--- src/rtl/instr_fetch_unit.sv ---
// Instruction fetch unit: samples the PC on start, runs a variable-latency read
// handshake with instruction memory, and latches the word into ir with pc_plus4.
module instr_fetch_unit #(
  parameter int unsigned TIMEOUT  = 16,
  parameter logic [31:0] RESET_IR = 32'h0000_0000
) (
  input  logic        clk,
  input  logic        rst,
  input  logic        start,
  input  logic [31:0] pc,
  output logic [31:0] mem_addr,
  output logic        mem_rd,
  input  logic        mem_ready,
  input  logic [31:0] mem_rdata,
  output logic [31:0] ir,
  output logic [31:0] pc_plus4,
  output logic        busy,
  output logic        done,
  output logic        fault
);

  // The counter only has to reach TIMEOUT-1 before the timeout fires.
  localparam int unsigned CW    = (TIMEOUT < 2) ? 1 : $clog2(TIMEOUT);
  localparam int unsigned TLAST = (TIMEOUT == 0) ? 0 : TIMEOUT - 1;
  localparam logic [CW-1:0] CNT_LAST = TLAST[CW-1:0];
  localparam logic [CW-1:0] CNT_MAX  = '1;

  typedef enum logic [1:0] {
    S_IDLE = 2'd0,
    S_WAIT = 2'd1,
    S_DONE = 2'd2
  } state_e;

  state_e        state_q;
  logic [31:0]   addr_q;
  logic [31:0]   ir_q;
  logic [31:0]   pc4_q;
  logic          rd_q;
  logic          busy_q;
  logic          done_q;
  logic          fault_q;
  logic [CW-1:0] cnt_q;

  logic [CW-1:0] cnt_d;
  logic [31:0]   pc4_d;
  logic          timeout_hit;
  logic          pc_aligned;

  always_comb begin
    pc_aligned  = (pc[1:0] == 2'b00);
    pc4_d       = addr_q + 32'd4;
    timeout_hit = (TIMEOUT != 0) && (cnt_q == CNT_LAST);
    cnt_d       = (cnt_q == CNT_MAX) ? cnt_q : cnt_q + 1'b1;
  end

  always_ff @(posedge clk or posedge rst) begin
    if (rst) begin
      state_q <= S_IDLE;
      addr_q  <= 32'd0;
      ir_q    <= RESET_IR;
      pc4_q   <= 32'd0;
      rd_q    <= 1'b0;
      busy_q  <= 1'b0;
      done_q  <= 1'b0;
      fault_q <= 1'b0;
      cnt_q   <= '0;
    end else begin
      done_q <= 1'b0;
      case (state_q)
        S_IDLE: begin
          if (start) begin
            if (!pc_aligned) begin
              fault_q <= 1'b1;
            end else begin
              addr_q  <= pc;
              rd_q    <= 1'b1;
              busy_q  <= 1'b1;
              fault_q <= 1'b0;
              cnt_q   <= '0;
              state_q <= S_WAIT;
            end
          end
        end
        S_WAIT: begin
          if (mem_ready) begin
            ir_q    <= mem_rdata;
            pc4_q   <= pc4_d;
            rd_q    <= 1'b0;
            busy_q  <= 1'b0;
            done_q  <= 1'b1;
            state_q <= S_DONE;
          end else if (timeout_hit) begin
            // Abandon the read; ir and pc_plus4 keep the last good fetch.
            rd_q    <= 1'b0;
            busy_q  <= 1'b0;
            fault_q <= 1'b1;
            state_q <= S_IDLE;
          end else begin
            cnt_q <= cnt_d;
          end
        end
        S_DONE: begin
          state_q <= S_IDLE;
        end
        default: begin
          rd_q    <= 1'b0;
          busy_q  <= 1'b0;
          state_q <= S_IDLE;
        end
      endcase
    end
  end

  assign mem_addr = addr_q;
  assign mem_rd   = rd_q;
  assign ir       = ir_q;
  assign pc_plus4 = pc4_q;
  assign busy     = busy_q;
  assign done     = done_q;
  assign fault    = fault_q;

endmodule

--- config.mk ---
export PLATFORM = sky130hd
export DESIGN_NAME = instr_fetch_unit
export DESIGN_NICKNAME = d
export VERILOG_FILES = /design/src/rtl/instr_fetch_unit.sv
export SDC_FILE = /design/constraint.sdc
export NUM_CORES = 1
export LEC_CHECK = 0
export BUFFER_PORTS_ARGS = -buffer_cell sky130_fd_sc_hd__buf_2
export CAP_MARGIN = 20
export CORE_ASPECT_RATIO = 1.1
export CORE_MARGIN = 2
export CORE_UTILIZATION = 40
export DETAILED_ROUTE_END_ITERATION = 10
export GPL_TIMING_DRIVEN = 0
export PLACE_DENSITY = 0.67
export REMOVE_ABC_BUFFERS = 1
export SYNTH_ARGS = -nofsm -noshare
export SYNTH_HDL_FRONTEND = slang
export SYNTH_SLANG_ARGS = --single-unit
--- constraint.sdc ---
create_clock -name clk -period 2.75 [get_ports clk]
set_input_delay 0.1375 -clock clk [delete_from_list [all_inputs] [get_ports clk]]
set_output_delay 0.1375 -clock clk [all_outputs]
set_load 0.02 [all_outputs]
**After elaboration in Yosys (flattened, before gate mapping)**

Cells that the tools add are included.

- Register bits after elaboration: 105
- Bits in latches: 0
- Bits in writable memories: 0
- Memory bits (read-only): 0
- Output and inout bits: 100
- Word-level logic and storage cells: 51
- Memories: 0

- Add/subtract/negate cells: 2
- Multipliers: 0
- Divide/modulo/power cells: 0
- $lt $le $gt $ge: 0
- Equality and inequality tests: 9
- Shift-type cells: 0
- Mux-type cells: 22
- Bitwise gates (word level): 1
- Reduce and logical (&&, ||, !) cells: 9

Operator list:

| cell | count |
|---|---|
| 32-bit by 3-bit adder with 32-bit output, second input constant | 1 |
| 4-bit 2-to-1 mux | 4 |
| 1-bit 2-to-1 mux | 10 |
| 2-bit != test, second input constant | 5 |
| 2-bit 2-to-1 mux | 4 |
| 4-bit case mux with 2 select lines | 1 |
| 4-bit AND reduction | 2 |
| 3-bit AND reduction | 2 |
| 5-bit AND reduction | 1 |
| 4-bit by 1-bit adder with 4-bit output, second input constant | 1 |
| 4-bit == test, second input constant | 1 |
| 2-bit logical NOT | 2 |
| 2-bit case mux with 2 select lines | 1 |
| 3-bit != test, second input constant | 1 |
| 1-bit case mux with 3 select lines | 1 |
| 2-bit by 1-bit == test with 1-bit output, second input constant | 1 |
| 2-bit == test, second input constant | 1 |
| 1-bit case mux with 2 select lines | 1 |
| 2-bit AND reduction | 1 |
| 2-bit nonzero test | 1 |
| 1-bit inverter | 1 |

**Depth between registers and ports, before layout**

Gate-level depths: netlist of run 1.

- Depth after elaboration: 4
- Mapped depth: 7
- Gate-level depth less buffers: 6

**Worst setup path before layout of run 1**

No wires, ideal clock.

- Kind: register to register
- Start: reg addr_q[2] (netlist: mem_addr[2])
- End: reg pc4_q[28] (netlist: pc_plus4[28])
- Library setup time: 130 ps
- Arrival: 1857 ps
- Data required time: 2620 ps
- Path slack: 763 ps
- Stages on the path, launching flop included: 8
- Clock period less this slack: 1987 ps
- Path through: dfrtp_1 -> ha_1 -> nand4_1 -> or4_1 -> buf_6 -> nor3_4 -> xnor2_1 -> o21ai_2

- Word-level cells in the longest chain between the ends: 1

Ends and longest elaborated chain:

| what | line | text |
|---|---|---|
| from (decl) | 35 | `logic [31:0] addr_q;` |
| from (signal assigned) | 75 | `addr_q <= pc;` |
| 32-bit by 3-bit adder with 32-bit output | 51 | `pc4_d = addr_q + 32'd4;` |
| to (signal assigned) | 87 | `pc4_q <= pc4_d;` |
| to (decl) | 37 | `logic [31:0] pc4_q;` |

Every way passes these cells.
A chain may end at the register's enable or synchronous reset.

**Worst setup path after layout of run 1**

- Start: reg addr_q[3] (netlist: mem_addr[3])
- End: reg pc4_q[26] (netlist: pc_plus4[26])

Same word-level chain as after synthesis.

==> results of run 1 <==
## layer usage
layer | part of all wire, % | global-route usage, % | wire length (um) | up-vias
met1 | 45 | 24.7 | 4860 | 1716
met5 | 0 | 0 | 0 | -
met2 | 47 | 30.4 | 5110 | 136
li1 | - | - | - | 1813
met4 | 1.1 | 5.33 | 119 | 0
met3 | 6.9 | 4.99 | 743 | 8
## worst min-delay path, delay by kind of cell
family                 cells  cell delay [ps]
buffers and inverters      1               80
AOI/OAI and AO/OA          1               60
and+or+nand+nor            1               40
## power by group through the flow
stage	clock network (mW)	registers [mW]	logic, mW
after floorplan	0	2.93	0.538
after global placement	0	2.38	1.76
after detailed placement	0	2.40	1.80
after CTS	1.46	2.37	1.84
after global routing	1.53	2.45	1.99
final	1.42	2.37	1.82
## Yosys cell counts
library cell,n
clkbuf_1,12
ha_1,2
nor3_4,3
xnor2_1,18
clkinv_1,1
buf_2,2
buf_4,3
nand2b_1,4
or3_1,1
mux2_2,28
or4_1,1
o21ai_1,2
and2_1,1
nand3_1,9
nor4_1,2
o21ai_0,27
inv_1,7
and3_1,2
buf_1,6
o21ai_2,3
or2_2,1
nor3b_1,1
a21oi_1,1
a22o_1,1
buf_6,1
nor3_1,6
nand2_1,147
a21o_1,1
xor2_1,12
and4_1,5
nand4_2,1
dfrtp_1,105
nor2b_1,3
nand4_1,8
nor2_1,12
## kinds of logic (layout without fill, tap and decap cells)
group | Yosys count | in the layout | share of synthesized area, %
compound gates | 35 | 35 | 4.29
xor+xnor | 30 | 30 | 5.85
fa+ha+maj | 2 | 2 | 0.557
buf+inv | 32 | 223 | 3.15
flops | 105 | 105 | 58.5
mux | 28 | 28 | 7.02
simple gates | 207 | 207 | 20.7
## layout make-up
type / instances / area (sq um)
Clock buffer: 10 / 239
Clock inverter: 6 / 95.1
Fill cell: 923 / 4850
Inverter: 8 / 32.5
Multi-Input combinational cell: 302 / 1730
Sequential cell: 105 / 2630
Tap cell: 147 / 184
Timing Repair Buffer: 199 / 1200
## through the flow
step | cell area [sq um] | hold slack (ps) | util (%)
2_1_floorplan | 4380 | 243 | -
3_5_place_dp | 5460 | 213 | 49.9
4_1_cts | 6090 | 0.194 | 55.5
5_1_grt | 6110 | 3.53 | 55.7
3_3_place_gp | 5400 | 327 | 49.3
6_report | 6110 | 9.83 | 55.7
## flip-flops by register name, summed over array words and instances (netlist names)
register  count
ir           32
mem_addr     32
pc_plus4     32
cnt_q         4
state_q       2
busy          1
done          1
fault         1
## how the worst max path moves through the flow
stage | end | from | slack [ps]
6_report | pc_plus4[26] | mem_addr[3] | 580
5_1_grt | cnt_q[0] | state_q[0] | 400
4_1_cts | pc_plus4[1] | state_q[0] | 140
3_5_place_dp | ir[10] | state_q[0] | 180
3_3_place_gp | pc_plus4[21] | rst | -1310
2_1_floorplan | busy | rst | -150
## timing repair
action                    4_1_cts  5_1_grt
hold buffers                   29        0
hold endpoints to repair       66        0
gates resized for setup         0        0
==> impl_metrics.py, run 1 <==
metrics = {
    "synthesis": {
        "synth_top_cell_by_area": "dfrtp_1",
        "yosysSeqAreaShare_pct": 58.5,
        "yosys.area.top_type_share_pct": 58.5,
        "yosysWarnings": 0,
        "synth_area_leaders": "dfrtp_1 58%, nand2_1 12%, mux2_2 7.0%",
        "ys_seq_elements": 105,
        "yosysUniqueCellTypes": 35,
        "synth_cells": 439,
        "syn_area_per_cell_sq_um": 10.2,
        "synthesis.area_sq_mm": 0.00449,
    },
    "timing": {
        "fmax_ghz": 0.460,
        "finalMaxSlewViolations": 0,
        "setup_viol_count_final": 0,
        "tightestPinTransition_ps": 917,
        "clock_skew_ps": 10.0,
        "post-route-min-period_ps": 2170,
        "rsz0062_at_grt": "no",
        "setup_ws_ps": 578,
        "hold_viol": 0,
        "relSlewSlack_pct": 38.9,
        "fin_setup_tns_ps": 0,
        "period_share_pct": 79.0,
    },
    "power": {
        "p_total_mw": 5.61,
        "leakagePower_nw": 3.14,
        "internal_power_mw": 3.53,
        "peakVddDrop_uv": 454,
        "seq_power_share_pct": 42.3,
        "p_comb_share_pct": 32.5,
        "powerDensity_mw_per_mm2": 919,
        "clockPowerShare_pct": 25.2,
        "netSwitchingFraction_pct": 37.1,
        "switching_power_mw": 2.08,
    },
    "placed_design": {
        "place.gp.congestion": 0.778,
        "hpwl_mm": 7.45,
        "port_buffers": 167,
        "place_ws_ps": 182,
        "dp.cells": 731,
    },
    "hold_path": {
        "holdPathStages": 3,
        "whs_endpoint": "mem_addr[18]",
        "hold_path.class": "in -> reg",
        "min_from": "pc[18]",
    },
    "critical_path": {
        "critPathLaunchType": "flip-flop",
        "path_class": "reg -> reg",
        "cp_slowest_cell": "or4_1",
        "r2r_slack_ps": 580,
        "r2r_start": "mem_addr[3]",
        "crit_fanout": 6,
        "r2r_cells": 6,
        "critPathRequiredTime_ps": 2980,
        "path_buf_inv": 0,
        "path_cells": "ha_1 > nand4_1 > or4_1 > nor3_4 > xnor2_1 > o21ai_2",
        "cp.depth": 6,
        "max_stage_delay_ps": 730,
        "crit_family": "simple AND/OR/NAND/NOR gates",
        "r2r_end": "pc_plus4[26]",
        "cp-end-kind": "flip-flop",
        "cp.arrival_ps": 2400,
    },
    "clocking": {
        "cts_tree": "yes",
        "cts_root_buffer": "clkbuf_16",
        "cts_inserted_buffers": 9,
        "h-tree-depth": 3,
        "post-cts-setup-buffers": 0,
        "clk_pin_slew_ps": 80,
        "cts.sinks": 105,
        "clk_latency_ps": 340,
        "clock_path_buffers": 2,
    },
    "route": {
        "first_iter_violations": 220,
        "via_count": 3673,
        "drt_pass1_iterations": 4,
        "wl_per_cell_um": 13.9,
        "routed_wl_mm": 10.8,
        "viasPerCell": 4.73,
        "drc": 0,
        "ant_nets": 0,
    },
    "global_routing": {
        "grt_pass1_wl_mm": 17.9,
        "antenna_found_initial": 0,
        "grt_pass1_vias": 3570,
        "track_usage_pct": 18.6,
        "grt_start_max_net_pins": 68,
        "grt-ovfl-total": 0,
    },
    "floorplan": {
        "die_w_um": 105,
        "initial_core_util_pct": 41.0,
        "pin_count": 168,
        "die_area_sq_mm": 0.0121,
        "core-area_sq_mm": 0.0110,
        "rows": 40,
        "die_h_um": 115,
    },
    "cells_and_area": {
        "final_common_cell": "buf_2",
        "areaGrowthSynthToFinish_pct": 35.9,
        "diodes": 0,
        "drive_gt1_share_pct": 35.6,
        "final_cell_mix": "167 x buf_2, 147 x nand2_1, 105 x dfrtp_1",
        "fin_nets": 695,
        "final_cell_count_no_fill": 777,
    },
    "flow_run": {
        "cap_viol_max_count": 0,
    },
    "outcome": {
        "status": "finished clean",
    },
}
No activity file was read; power rests on OpenSTA's default activity.
==> run 2: changes to the inputs <==
--- a/config.mk
+++ b/config.mk
@@ -12,7 +12,7 @@
 export CORE_UTILIZATION = 40
 export DETAILED_ROUTE_END_ITERATION = 10
 export GPL_TIMING_DRIVEN = 0
-export PLACE_DENSITY = 0.67
+export PLACE_DENSITY = 0.64
 export REMOVE_ABC_BUFFERS = 1
 export SYNTH_ARGS = -nofsm -noshare
 export SYNTH_HDL_FRONTEND = slang
==> constraint.sdc (replaced) <==
create_clock -name clk -period 2.2 [get_ports clk]
set_input_delay 0.11 -clock clk [delete_from_list [all_inputs] [get_ports clk]]
set_output_delay 0.11 -clock clk [all_outputs]
set_load 0.02 [all_outputs]
==> run 2 against run 1 <==
Design area grew 3.9%. Register-to-register slack got worse by 400 ps. Sequential share of layout area decreased by 1.6 points. Critical path type unchanged. Largest power group unchanged.
==> impl_metrics.py, run 2 (synthesis results as in run 1) <==
metrics = {
    "critical_path": {
        "critPathRequiredTime_ps": 2420,
        "path_class": "reg -> reg",
        "crit_fanout": 6,
        "critPathLaunchType": "flip-flop",
        "cp-end-kind": "flip-flop",
        "cp.arrival_ps": 2240,
    },
    "floorplan": {
        "rows": 40,
        "core-area_sq_mm": 0.0110,
        "die_w_um": 105,
        "pin_count": 168,
        "die_h_um": 115,
        "initial_core_util_pct": 41.0,
        "die_area_sq_mm": 0.0121,
    },
    "route": {
        "drc": 0,
        "drt_pass1_iterations": 4,
        "ant_nets": 0,
        "routed_wl_mm": 11.2,
        "viasPerCell": 4.70,
        "via_count": 3776,
        "first_iter_violations": 314,
        "wl_per_cell_um": 13.9,
    },
    "power": {
        "powerDensity_mw_per_mm2": 1090,
        "p_total_mw": 6.90,
        "leakagePower_nw": 3.24,
        "peakVddDrop_uv": 613,
    },
    "outcome": {
        "status": "finished clean",
    },
    "placed_design": {
        "place.gp.congestion": 0.737,
        "hpwl_mm": 7.34,
        "port_buffers": 167,
    },
    "cells_and_area": {
        "drive_gt1_share_pct": 34.2,
        "fin_util_pct": 57.9,
        "diodes": 0,
        "final_cell_mix": "167 x buf_2, 147 x nand2_1, 105 x dfrtp_1",
        "fin_nets": 722,
        "final_common_cell": "buf_2",
        "areaGrowthSynthToFinish_pct": 41.2,
    },
    "timing": {
        "period_share_pct": 92.0,
        "tightestPinTransition_ps": 586,
        "relSlewSlack_pct": 60.6,
        "hold_viol": 0,
        "clock_skew_ps": 5.04,
        "setup_viol_count_final": 0,
        "post-route-min-period_ps": 2020,
        "finalMaxSlewViolations": 0,
        "fmax_ghz": 0.494,
        "rsz0062_at_grt": "no",
    },
    "hold_path": {
        "hold_path.class": "in -> reg",
    },
    "clocking": {
        "clk_latency_ps": 340,
        "h-tree-depth": 3,
        "cts_root_buffer": "clkbuf_16",
        "clk_pin_slew_ps": 70,
        "cts_tree": "yes",
        "clock_path_buffers": 2,
        "cts.sinks": 105,
        "cts_inserted_buffers": 9,
    },
    "global_routing": {
        "grt-ovfl-total": 0,
        "grt_pass1_wl_mm": 18.3,
        "antenna_found_initial": 0,
        "grt_pass1_vias": 3615,
        "track_usage_pct": 19.0,
        "grt_start_max_net_pins": 95,
    },
    "flow_run": {
        "cap_viol_max_count": 0,
    },
}
==> run 2: final timing paths <==
check,start,end,slack [ps],depth (start not counted)
max,mem_addr[2],pc_plus4[30],180,6
min,pc[21],mem_addr[21],10,2
max reg2reg,mem_addr[2],pc_plus4[30],180,6
min reg2reg,pc_plus4[1],pc_plus4[1],470,2
max in group asynchronous,rst,mem_addr[4],1130,4
min in group asynchronous,rst,ir[25],380,3
==> run 2: power breakdown <==
| group | internal [mW] | switching, mW |
|---|---|---|
| combinational | 0.887 | 1.42 |
| clock | 0.918 | 0.708 |
| sequential | 2.51 | 0.458 |
==> run 2: layout make-up <==
cell class	instances	area [sq um]
sequential	105	2630
fill	941	4620
clock buffer	10	239
timing repair buffer	226	1460
inverter	8	33.8
multi-input combinational	302	1730
tap	147	184
clock inverter	6	65.1
==> run 2: metrics by stage <==
stage	hold WS (ps)	instance area (sq um)	setup WS, ps	instances	TNS, ps
final	10.2	6340	177	804	0
after global routing	11.4	6340	41.7	804	0
after CTS	1.73	6340	49.4	804	0
after detailed placement	188	5460	-200	731	-5990
after global placement	303	5400	-1910	729	-263380
after floorplan	215	4380	-671	415	-86800
==> run 2: critical path, stage by stage, from the launching register on <==
cell     delay (ps)
dfrtp_1         440
ha_1            270
nand4_1         160
or4_4           610
nor3_4          210
xnor2_1         150
o21ai_2          60
==> run 2: routing by layer <==
layer / share of wire, % / global-route usage [%] / routed length (um) / up-vias
met5: 0 / 0 / 0 / -
met4: 1.3 / 6.93 / 145 / 0
met3: 6.3 / 2.95 / 701 / 11
met2: 47 / 31.5 / 5260 / 142
met1: 45 / 25.6 / 5080 / 1762
li1: - / - / - / 1861
==> run 2: repair_timing <==
action,in CTS,in global routing
hold buffers,57,0
pin swaps,0,0
buffers inserted,0,0
endpoints found under the hold margin,93,0
resized for setup,2,1
endpoints found under the setup margin,39,24
==> run 3: changes to the inputs <==
--- a/config.mk
+++ b/config.mk
@@ -11,9 +11,9 @@
 export CORE_MARGIN = 2
 export CORE_UTILIZATION = 40
 export DETAILED_ROUTE_END_ITERATION = 10
+export GPL_ROUTABILITY_DRIVEN = 0
 export GPL_TIMING_DRIVEN = 0
 export PLACE_DENSITY = 0.64
-export REMOVE_ABC_BUFFERS = 1
 export SYNTH_ARGS = -nofsm -noshare
 export SYNTH_HDL_FRONTEND = slang
 export SYNTH_SLANG_ARGS = --single-unit
==> run 3 against run 2 <==
Sequential share of layout area fell by 0.86 points. Design area rose by 2.1%. First-iteration DRC count fell by 33%. Register-to-register slack got worse by 40 ps. Via count rose by 2.4%. Clock-buffer cell count rose by 4. Critical endpoint is now pc_plus4[26]. Largest power group unchanged.
==> impl_metrics.py, run 3 (synthesis results as in run 1) <==
metrics = {
    "outcome": {
        "status": "finished clean",
    },
    "critical_path": {
        "startpoint": "mem_addr[3]",
        "cp.arrival_ps": 2280,
        "r2r_cells": 7,
        "cp-end-kind": "flip-flop",
        "crit_fanout": 6,
        "critPathRequiredTime_ps": 2420,
        "path_class": "reg -> reg",
        "critPathLaunchType": "flip-flop",
        "r2r_start": "mem_addr[3]",
    },
    "floorplan": {
        "initial_core_util_pct": 41.0,
        "die_h_um": 115,
        "die_w_um": 105,
        "die_area_sq_mm": 0.0121,
        "pin_count": 168,
        "rows": 40,
        "core-area_sq_mm": 0.0110,
    },
    "cells_and_area": {
        "drive_gt1_share_pct": 33.5,
        "diodes": 0,
        "final_cell_mix": "169 x buf_2, 147 x nand2_1, 105 x dfrtp_1",
        "fin_nets": 749,
        "final_common_cell": "buf_2",
        "areaGrowthSynthToFinish_pct": 44.2,
        "final_area_sq_mm": 0.00648,
    },
    "global_routing": {
        "antenna_found_initial": 0,
        "grt_pass1_vias": 3884,
        "grt_pass1_wl_mm": 19.2,
        "grt_start_max_net_pins": 40,
        "track_usage_pct": 20.3,
        "grt-ovfl-total": 0,
    },
    "power": {
        "powerDensity_mw_per_mm2": 1070,
        "switching_power_mw": 2.57,
        "leakagePower_nw": 3.29,
        "clockPowerShare_pct": 23.5,
        "p_comb_share_pct": 33.8,
        "netSwitchingFraction_pct": 36.9,
        "seq_power_share_pct": 42.7,
        "internal_power_mw": 4.39,
        "peakVddDrop_uv": 424,
    },
    "clocking": {
        "clock_path_buffers": 2,
        "cts_inserted_buffers": 9,
        "cts_root_buffer": "clkbuf_16",
        "cts.sinks": 105,
        "h-tree-depth": 3,
        "cts_tree": "yes",
        "clk_pin_slew_ps": 60,
        "clk_latency_ps": 340,
    },
    "route": {
        "routed_wl_mm": 11.7,
        "ant_nets": 0,
        "wl_per_cell_um": 14.1,
        "via_count": 3867,
        "first_iter_violations": 211,
        "drt_pass1_iterations": 4,
        "drc": 0,
        "viasPerCell": 4.65,
    },
    "hold_path": {
        "hold_path.class": "in -> reg",
        "min_from": "pc[13]",
        "holdPathStages": 2,
    },
    "timing": {
        "fin_setup_tns_ps": 0,
        "relSlewSlack_pct": 51.0,
        "period_share_pct": 93.6,
        "clock_skew_ps": 6.53,
        "post-route-min-period_ps": 2060,
        "finalMaxSlewViolations": 0,
        "fmax_ghz": 0.486,
        "rsz0062_at_grt": "no",
        "setup_viol_count_final": 0,
        "tightestPinTransition_ps": 734,
        "hold_viol": 0,
    },
    "synthesis": {
        "syn_nets": 509,
    },
    "placed_design": {
        "port_buffers": 167,
        "place_area_sq_mm": 0.00556,
        "hpwl_mm": 8.32,
    },
    "flow_run": {
        "cap_viol_max_count": 0,
    },
}
run 3: per-layer routing:
metal  vias up  share of wire [%]  track usage (%)  wire, um
met5         -                  0                0         0
met4         0                2.0             8.44       230
met3        14                4.2             3.46       496
met2       109                 50             35.2      5860
met1      1824                 44             25.5      5140
li1       1920                  -                -         -
run 3: area by class of cell:
cell class	instances	area (sq um)
Buffer	23	110
Clock buffer	14	274
Clock inverter	2	35.0
Fill cell	921	4480
Inverter	8	33.8
Multi-Input combinational cell	302	1730
Sequential cell	105	2630
Tap cell	147	184
Timing Repair Buffer	230	1490
run 3: critical path: stages (launching register included):
cell     delay (ps)
dfrtp_1         460
ha_2            270
nand4_1         120
or4_1           510
buf_6           170
nor3_4          180
xnor2_1         170
o21ai_2          60
run 3: through the flow:
| stage | std cells | worst slack (ps) | hold slack (ps) | util [%] | power [mW] |
|---|---|---|---|---|---|
| 4_1_cts | 832 | 55.7 | 3.64 | 59.1 | 7.03 |
| 5_1_grt | 831 | 8.26 | 12.7 | 59.1 | 7.40 |
| 3_5_place_dp | 755 | 72.8 | 268 | 50.7 | 5.29 |
| 6_report | 831 | 141 | 16.2 | 59.1 | 6.96 |
| 2_1_floorplan | 439 | 213 | 215 | - | 4.35 |
| 3_3_place_gp | 753 | 122 | 301 | 50.3 | 5.21 |
run 3: final timing paths:
path | to | slack, ps
min reg2reg | ir[2] | 470
max in group asynchronous | pc_plus4[13] | 880
max reg2reg | pc_plus4[26] | 140
min | mem_addr[13] | 20
min in group asynchronous | ir[18] | 450
max | pc_plus4[26] | 140
run 3: timing repair:
item / 4_1_cts / 5_1_grt
setup endpoints to repair: 0 / 72
buffers inserted: 0 / 0
gates resized for setup: 0 / 4
endpoints found under the hold margin: 93 / 0
hold buffers: 61 / 0
run 3: power by group through the flow:
stage          Combinational (mW)  Sequential [mW]  Clock, mW
4_1_cts                      2.37             2.97       1.69
5_1_grt                      2.57             3.06       1.78
3_3_place_gp                 2.24             2.96          0
6_report                     2.35             2.97       1.64
2_1_floorplan               0.699             3.66          0
3_5_place_dp                 2.29             3.00          0
